<file path="src/rtl/iir_section_sched.sv">
// Sequencer for a shared first-order IIR section engine: walks a sample through up to
// NUM_SEC cascaded sections, with double-buffered coefficients and an engine watchdog.
module iir_section_sched #(
    parameter int NUM_SEC = 6,
    parameter int DW      = 65,
    parameter int CW      = 32,
    parameter int TIMEOUT = 255
) (
    input  logic          clk,
    input  logic          resetn,
    input  logic          sample_valid,
    input  logic [15:0]   sample_in,
    output logic          sample_ready,
    input  logic [2:0]    num_sec_cfg,
    input  logic          cfg_we,
    input  logic [4:0]    cfg_addr,
    input  logic [CW-1:0] cfg_wdata,
    input  logic          cfg_commit,
    output logic          eng_start,
    output logic [2:0]    eng_sel,
    output logic          eng_last,
    output logic [DW-1:0] eng_x,
    output logic [DW-1:0] eng_coef_a,
    output logic [DW-1:0] eng_coef_b,
    output logic [DW-1:0] eng_coef_c,
    output logic [DW-1:0] eng_coef_d,
    input  logic          eng_done,
    input  logic [DW-1:0] eng_y,
    output logic          out_valid,
    output logic [15:0]   out_y,
    output logic          busy,
    output logic          err_timeout,
    input  logic          err_clr
);
    localparam int              TW       = $clog2(TIMEOUT + 1);
    localparam logic [2:0]      NSEC_MAX = 3'(NUM_SEC);
    localparam logic [TW-1:0]   TMO_LAST = TW'(TIMEOUT - 1);

    typedef enum logic [1:0] {IDLE, ISSUE, WAIT, OUTPUT} state_t;

    state_t               state_q, state_d;
    logic [2:0]           idx_q, idx_d;
    logic [2:0]           nsec_q, nsec_d;
    logic [DW-1:0]        operand_q, operand_d;
    logic [TW-1:0]        tmo_cnt_q, tmo_cnt_d;
    logic                 pend_q, pend_d;
    logic                 err_q, err_d;
    logic signed [CW-1:0] shadow_q [NUM_SEC][4];
    logic signed [CW-1:0] shadow_d [NUM_SEC][4];
    logic signed [CW-1:0] active_q [NUM_SEC][4];
    logic signed [CW-1:0] active_d [NUM_SEC][4];
    logic signed [CW-1:0] sel_coef [4];
    logic                 accept;
    logic                 is_last;
    logic                 tmo_hit;

    function automatic logic [DW-1:0] sext_coef(input logic signed [CW-1:0] c);
        return {{(DW-CW){c[CW-1]}}, c};
    endfunction

    // Integer sample becomes a Q.16 operand.
    function automatic logic [DW-1:0] load_sample(input logic signed [15:0] s);
        return {{(DW-32){s[15]}}, s, 16'h0000};
    endfunction

    function automatic logic [2:0] clamp_nsec(input logic [2:0] n);
        if (n == 3'd0) return 3'd1;
        if (n > NSEC_MAX) return NSEC_MAX;
        return n;
    endfunction

    assign accept  = sample_ready && sample_valid;
    assign is_last = (idx_q == (nsec_q - 3'd1));
    assign tmo_hit = (state_q == WAIT) && !eng_done && (tmo_cnt_q == TMO_LAST);

    always_ff @(posedge clk) begin
        if (!resetn) state_q <= IDLE;
        else         state_q <= state_d;
    end

    always_comb begin
        state_d = state_q;
        case (state_q)
            IDLE:    if (accept) state_d = ISSUE;
            ISSUE:   state_d = WAIT;
            WAIT: begin
                if (eng_done)     state_d = is_last ? OUTPUT : ISSUE;
                else if (tmo_hit) state_d = IDLE;
            end
            OUTPUT:  state_d = IDLE;
            default: state_d = IDLE;
        endcase
    end

    always_comb begin
        sample_ready = (state_q == IDLE) && resetn;
        busy         = (state_q != IDLE);
        eng_start    = (state_q == ISSUE);
        eng_last     = ((state_q == ISSUE) || (state_q == WAIT)) && is_last;
        out_valid    = (state_q == OUTPUT);
        eng_sel      = idx_q;
        eng_x        = operand_q;
        out_y        = operand_q[31:16];
        err_timeout  = err_q;
    end

    always_comb begin
        idx_d     = idx_q;
        nsec_d    = nsec_q;
        operand_d = operand_q;
        tmo_cnt_d = tmo_cnt_q;
        case (state_q)
            IDLE: begin
                if (accept) begin
                    operand_d = load_sample(sample_in);
                    nsec_d    = clamp_nsec(num_sec_cfg);
                    idx_d     = 3'd0;
                end
            end
            ISSUE: tmo_cnt_d = '0;
            WAIT: begin
                if (eng_done) begin
                    operand_d = eng_y;
                    if (!is_last) idx_d = idx_q + 3'd1;
                end else if (!tmo_hit) begin
                    tmo_cnt_d = tmo_cnt_q + 1'b1;
                end
            end
            default: ;
        endcase

        err_d = err_q;
        if (err_clr) err_d = 1'b0;
        if (tmo_hit) err_d = 1'b1;

        shadow_d = shadow_q;
        if (cfg_we && (cfg_addr[4:2] < NSEC_MAX))
            shadow_d[cfg_addr[4:2]][cfg_addr[1:0]] = cfg_wdata;

        // The copy takes the post-write shadow so a same-cycle write is included.
        active_d = active_q;
        pend_d   = pend_q | cfg_commit;
        if ((state_q == IDLE) && pend_d) begin
            active_d = shadow_d;
            pend_d   = 1'b0;
        end
    end

    always_ff @(posedge clk) begin
        if (!resetn) begin
            idx_q     <= '0;
            nsec_q    <= '0;
            operand_q <= '0;
            tmo_cnt_q <= '0;
            pend_q    <= 1'b0;
            err_q     <= 1'b0;
            for (int s = 0; s < NUM_SEC; s++) begin
                for (int k = 0; k < 4; k++) begin
                    shadow_q[s][k] <= '0;
                    active_q[s][k] <= '0;
                end
            end
        end else begin
            idx_q     <= idx_d;
            nsec_q    <= nsec_d;
            operand_q <= operand_d;
            tmo_cnt_q <= tmo_cnt_d;
            pend_q    <= pend_d;
            err_q     <= err_d;
            shadow_q  <= shadow_d;
            active_q  <= active_d;
        end
    end

    always_comb begin
        for (int k = 0; k < 4; k++) sel_coef[k] = '0;
        if (idx_q < NSEC_MAX) begin
            for (int k = 0; k < 4; k++) sel_coef[k] = active_q[idx_q][k];
        end
    end

    assign eng_coef_a = sext_coef(sel_coef[0]);
    assign eng_coef_b = sext_coef(sel_coef[1]);
    assign eng_coef_c = sext_coef(sel_coef[2]);
    assign eng_coef_d = sext_coef(sel_coef[3]);

endmodule

</file>
<file path="config.mk">
export PLATFORM = sky130hd
export DESIGN_NAME = iir_section_sched
export DESIGN_NICKNAME = d
export VERILOG_FILES = /design/src/rtl/iir_section_sched.sv
export SDC_FILE = /design/constraint.sdc
export NUM_CORES = 2
export LEC_CHECK = 0
export CAP_MARGIN = 20
export CORE_MARGIN = 2
export CORE_UTILIZATION = 45
export DETAILED_ROUTE_END_ITERATION = 16
export PLACE_DENSITY = 0.66
export SKIP_LAST_GASP = 1
export SLEW_MARGIN = 20
export SYNTH_ARGS = -nofsm -noshare
export SYNTH_HDL_FRONTEND = slang
export SYNTH_SLANG_ARGS = --single-unit
export TNS_END_PERCENT = 20
</file>
<file path="constraint.sdc">
create_clock -name clk -period 3.3 [get_ports clk]
set_input_delay 0.33 -clock clk [delete_from_list [all_inputs] [get_ports clk]]
set_output_delay 0.33 -clock clk [all_outputs]
set_load 0.02 [all_outputs]
</file>
==> metrics.txt <==
average vias per placed instance=5.459; IO Pins=478; Post-synth EDFFs=0; core box area=0.1377 mm²; largest net degree at the start of global routing=217; Die H=between 300 and 400 µm; CTS tree=done; shortest period the worst path allows=3481 ps; Tightest Hold Check Type=in2reg; GRT Residual Overflow=0; Slew HR=28.27%; Pwr Density=751.4 mW/mm²; Fmax=0.2873 GHz; Hold Violations, Final=0; Num CTS Buffers=165; worst-case hold slack=189.7 ps; YS warnings=0; routability cong.=0.8030; Final ANT Viol Nets=0; final setup vio count=107; fin crit share=105.5%; share of cells above drive strength 1=9.240%; Crit Path Class=reg2out; Final Skew=26.63 ps; DP HPWL=about 100000 µm; final worst slack=-180.9 ps; async set-reset flop share out of synthesis=0%; Cell Area, Synth=0.06255 mm²; Root Driver=clkbuf_16; worst-case clock buffer depth=3; outcome=complete, but fails checks; initial antenna violation count=14; failing checks=negative setup slack; Yosys cell types=47; final wirelength=168800 µm; crit path max fanout=26; commonest cells after routing, fill and taps aside=nor2_1, dfxtp_1, mux2i_1; drt pass-1 iters=5; Wirelength per Cell=about 20 µm; Seq/Total Area, Yosys=51.81%; initial core utilization=45.44%; Core Util, Final=between 50 and 60%; Mapped Avg Cell Area=9.985 µm²; worst endpoint data arrival time=3150 ps; clk sink count=1619; Die ar.=0.1420 mm²; area grow syn2layout=18.24%; clock transition at the registers of the reported paths=around 60 ps; htree depth=4; Slew Limit Fails=0; Seq cells post-synth=between 1500 and 2000; first-pass GRT wire length=258300 µm; crit path launch type=flop; GRT Util Overall=23.17%; Syn Nets=6402; CP endpoint kind=output pin; clock latency on the worst-skew pair=slightly below 800 ps; WP data required=2970 ps; IO buf count=477; initial drt markers=roughly 3100; RSZ-0062 raised after global routing=yes; peak supply drop=around 0.43 mV; maxcap violations=0; DR vias=45094; Syn Inst Count=between 6000 and 7000; Die Width=376.8 µm; Top FF cell, synth=dfxtp_1; DRC=0; Worst-Margin Slew=1076 ps; # rows=136; vias in the first global route=42991; Final nets=6467; Lkg Pwr=28.87 nW
## kinds of logic after synthesis
family | Yosys count | synth area share (%)
AOI/OAI and AO/OA | 992 | 11.61
adders and majority gates | 9 | 0.1800
and+or+nand+nor | 1725 | 10.70
DFF | 1619 | 51.81
buffers and inverters | 876 | 6.425
xor gates and xnor gates | 5 | 0.09402
muxes | 1039 | 19.19
## report_power, final
group	leakage (nW)	switching [mW]	internal [mW]
logic	13.0	7.82	5.55
clock network	2.66	7.76	10.9
registers	13.2	1.36	22.2
## routing by layer
layer | up-vias | wire [µm] | global-route usage, %
li1 | 21799 | - | -
met1 | 22068 | 79720 | 32.81
met2 | 1016 | 76960 | 37.02
met3 | 205 | 8739 | 3.396
met4 | 6 | 3332 | 5.902
met5 | - | 34 | 0
## synth_stat cells, types with 2 or more instances
| master | n | area (µm²) |
|---|---|---|
| nor2_2 | 6 | 37.54 |
| o21ai_0 | 4 | 20.02 |
| nor4_1 | 2 | 12.51 |
| o22ai_1 | 129 | 807.0 |
| clkbuf_1 | 444 | 1667 |
| dfxtp_1 | 1619 | 32410 |
| ha_1 | 9 | 112.6 |
| inv_1 | 139 | 521.8 |
| a32oi_1 | 2 | 17.52 |
| or3_1 | 3 | 18.77 |
| nor3_1 | 36 | 180.2 |
| o31ai_1 | 2 | 15.01 |
| nor2b_1 | 4 | 25.02 |
| o31a_1 | 2 | 17.52 |
| mux4_2 | 128 | 2883 |
| nand4_1 | 6 | 37.54 |
| xnor2_1 | 2 | 17.52 |
| nand4b_1 | 3 | 26.28 |
| nand2_1 | 22 | 82.58 |
| buf_1 | 24 | 90.09 |
| mux2i_1 | 911 | 9119 |
| a211oi_1 | 821 | 6163 |
| a21oi_1 | 9 | 45.04 |
| nand2b_1 | 4 | 25.02 |
| nand3_1 | 6 | 30.03 |
| buf_4 | 158 | 1186 |
| nor3_2 | 5 | 50.05 |
| buf_2 | 109 | 545.5 |
| or4_1 | 2 | 15.01 |
| xor2_1 | 2 | 17.52 |
| and4bb_2 | 3 | 37.54 |
| nor2_1 | 1619 | 6077 |
| a22oi_1 | 16 | 120.1 |
## worst paths after layout
path              start        endpoint  slack [ps]  cells after the start
min            eng_y[3]        eng_x[3]         190                      3
max          eng_sel[0]  eng_coef_b[21]        -180                      5
min reg2reg   nsec_q[1]       nsec_q[1]         470                      2
max reg2reg  state_q[1]   active_q[379]         600                      8
## state kept, by name, summed over array words and instances (netlist names)
register and flops:
nsec_q 3, state_q 2, shadow_q 768, active_q 768, pend_q 1, err_timeout 1
tmo_cnt_q 8, eng_x 65, eng_sel 3
## worst max-delay path, stage by stage (launching register included)
cell	delay (ps)
dfxtp_4	440
buf_4	240
clkbuf_16	300
mux2i_1	520
o22ai_1	260
clkdlybuf4s50_1	610
## timing repair
item	4_1_cts	5_1_grt
cloned	2	3
hold buffers	0	0
endpoints found under the setup margin	250	210
setup buffers	4	1
gates resized for setup	61	32
## per-stage QoR
stage	power, mW	instance area, µm²	setup slack, ps	cells	TNS (ps)
after global routing	58.30	73950	-213.8	8257	-18770
after floorplan	32.90	62560	-553.2	6265	-40280
after detailed placement	37.38	68190	462.1	7947	0
after CTS	55.96	73760	-199.8	8251	-20670
final	55.58	73960	-180.9	8260	-3574
after global placement	37.08	68190	503.6	7947	0
## layout make-up
cell class	count	area, µm²
flip-flops and latches	1619	32420
fillers	12065	63700
inverters	140	533.0
clock inverters	48	515.5
multi-input cells	3770	26320
repair buffers	634	6963
diodes	5	12.51
well taps	1794	2245
clock buffers	250	4955
Power figures use the tool's default switching activity.
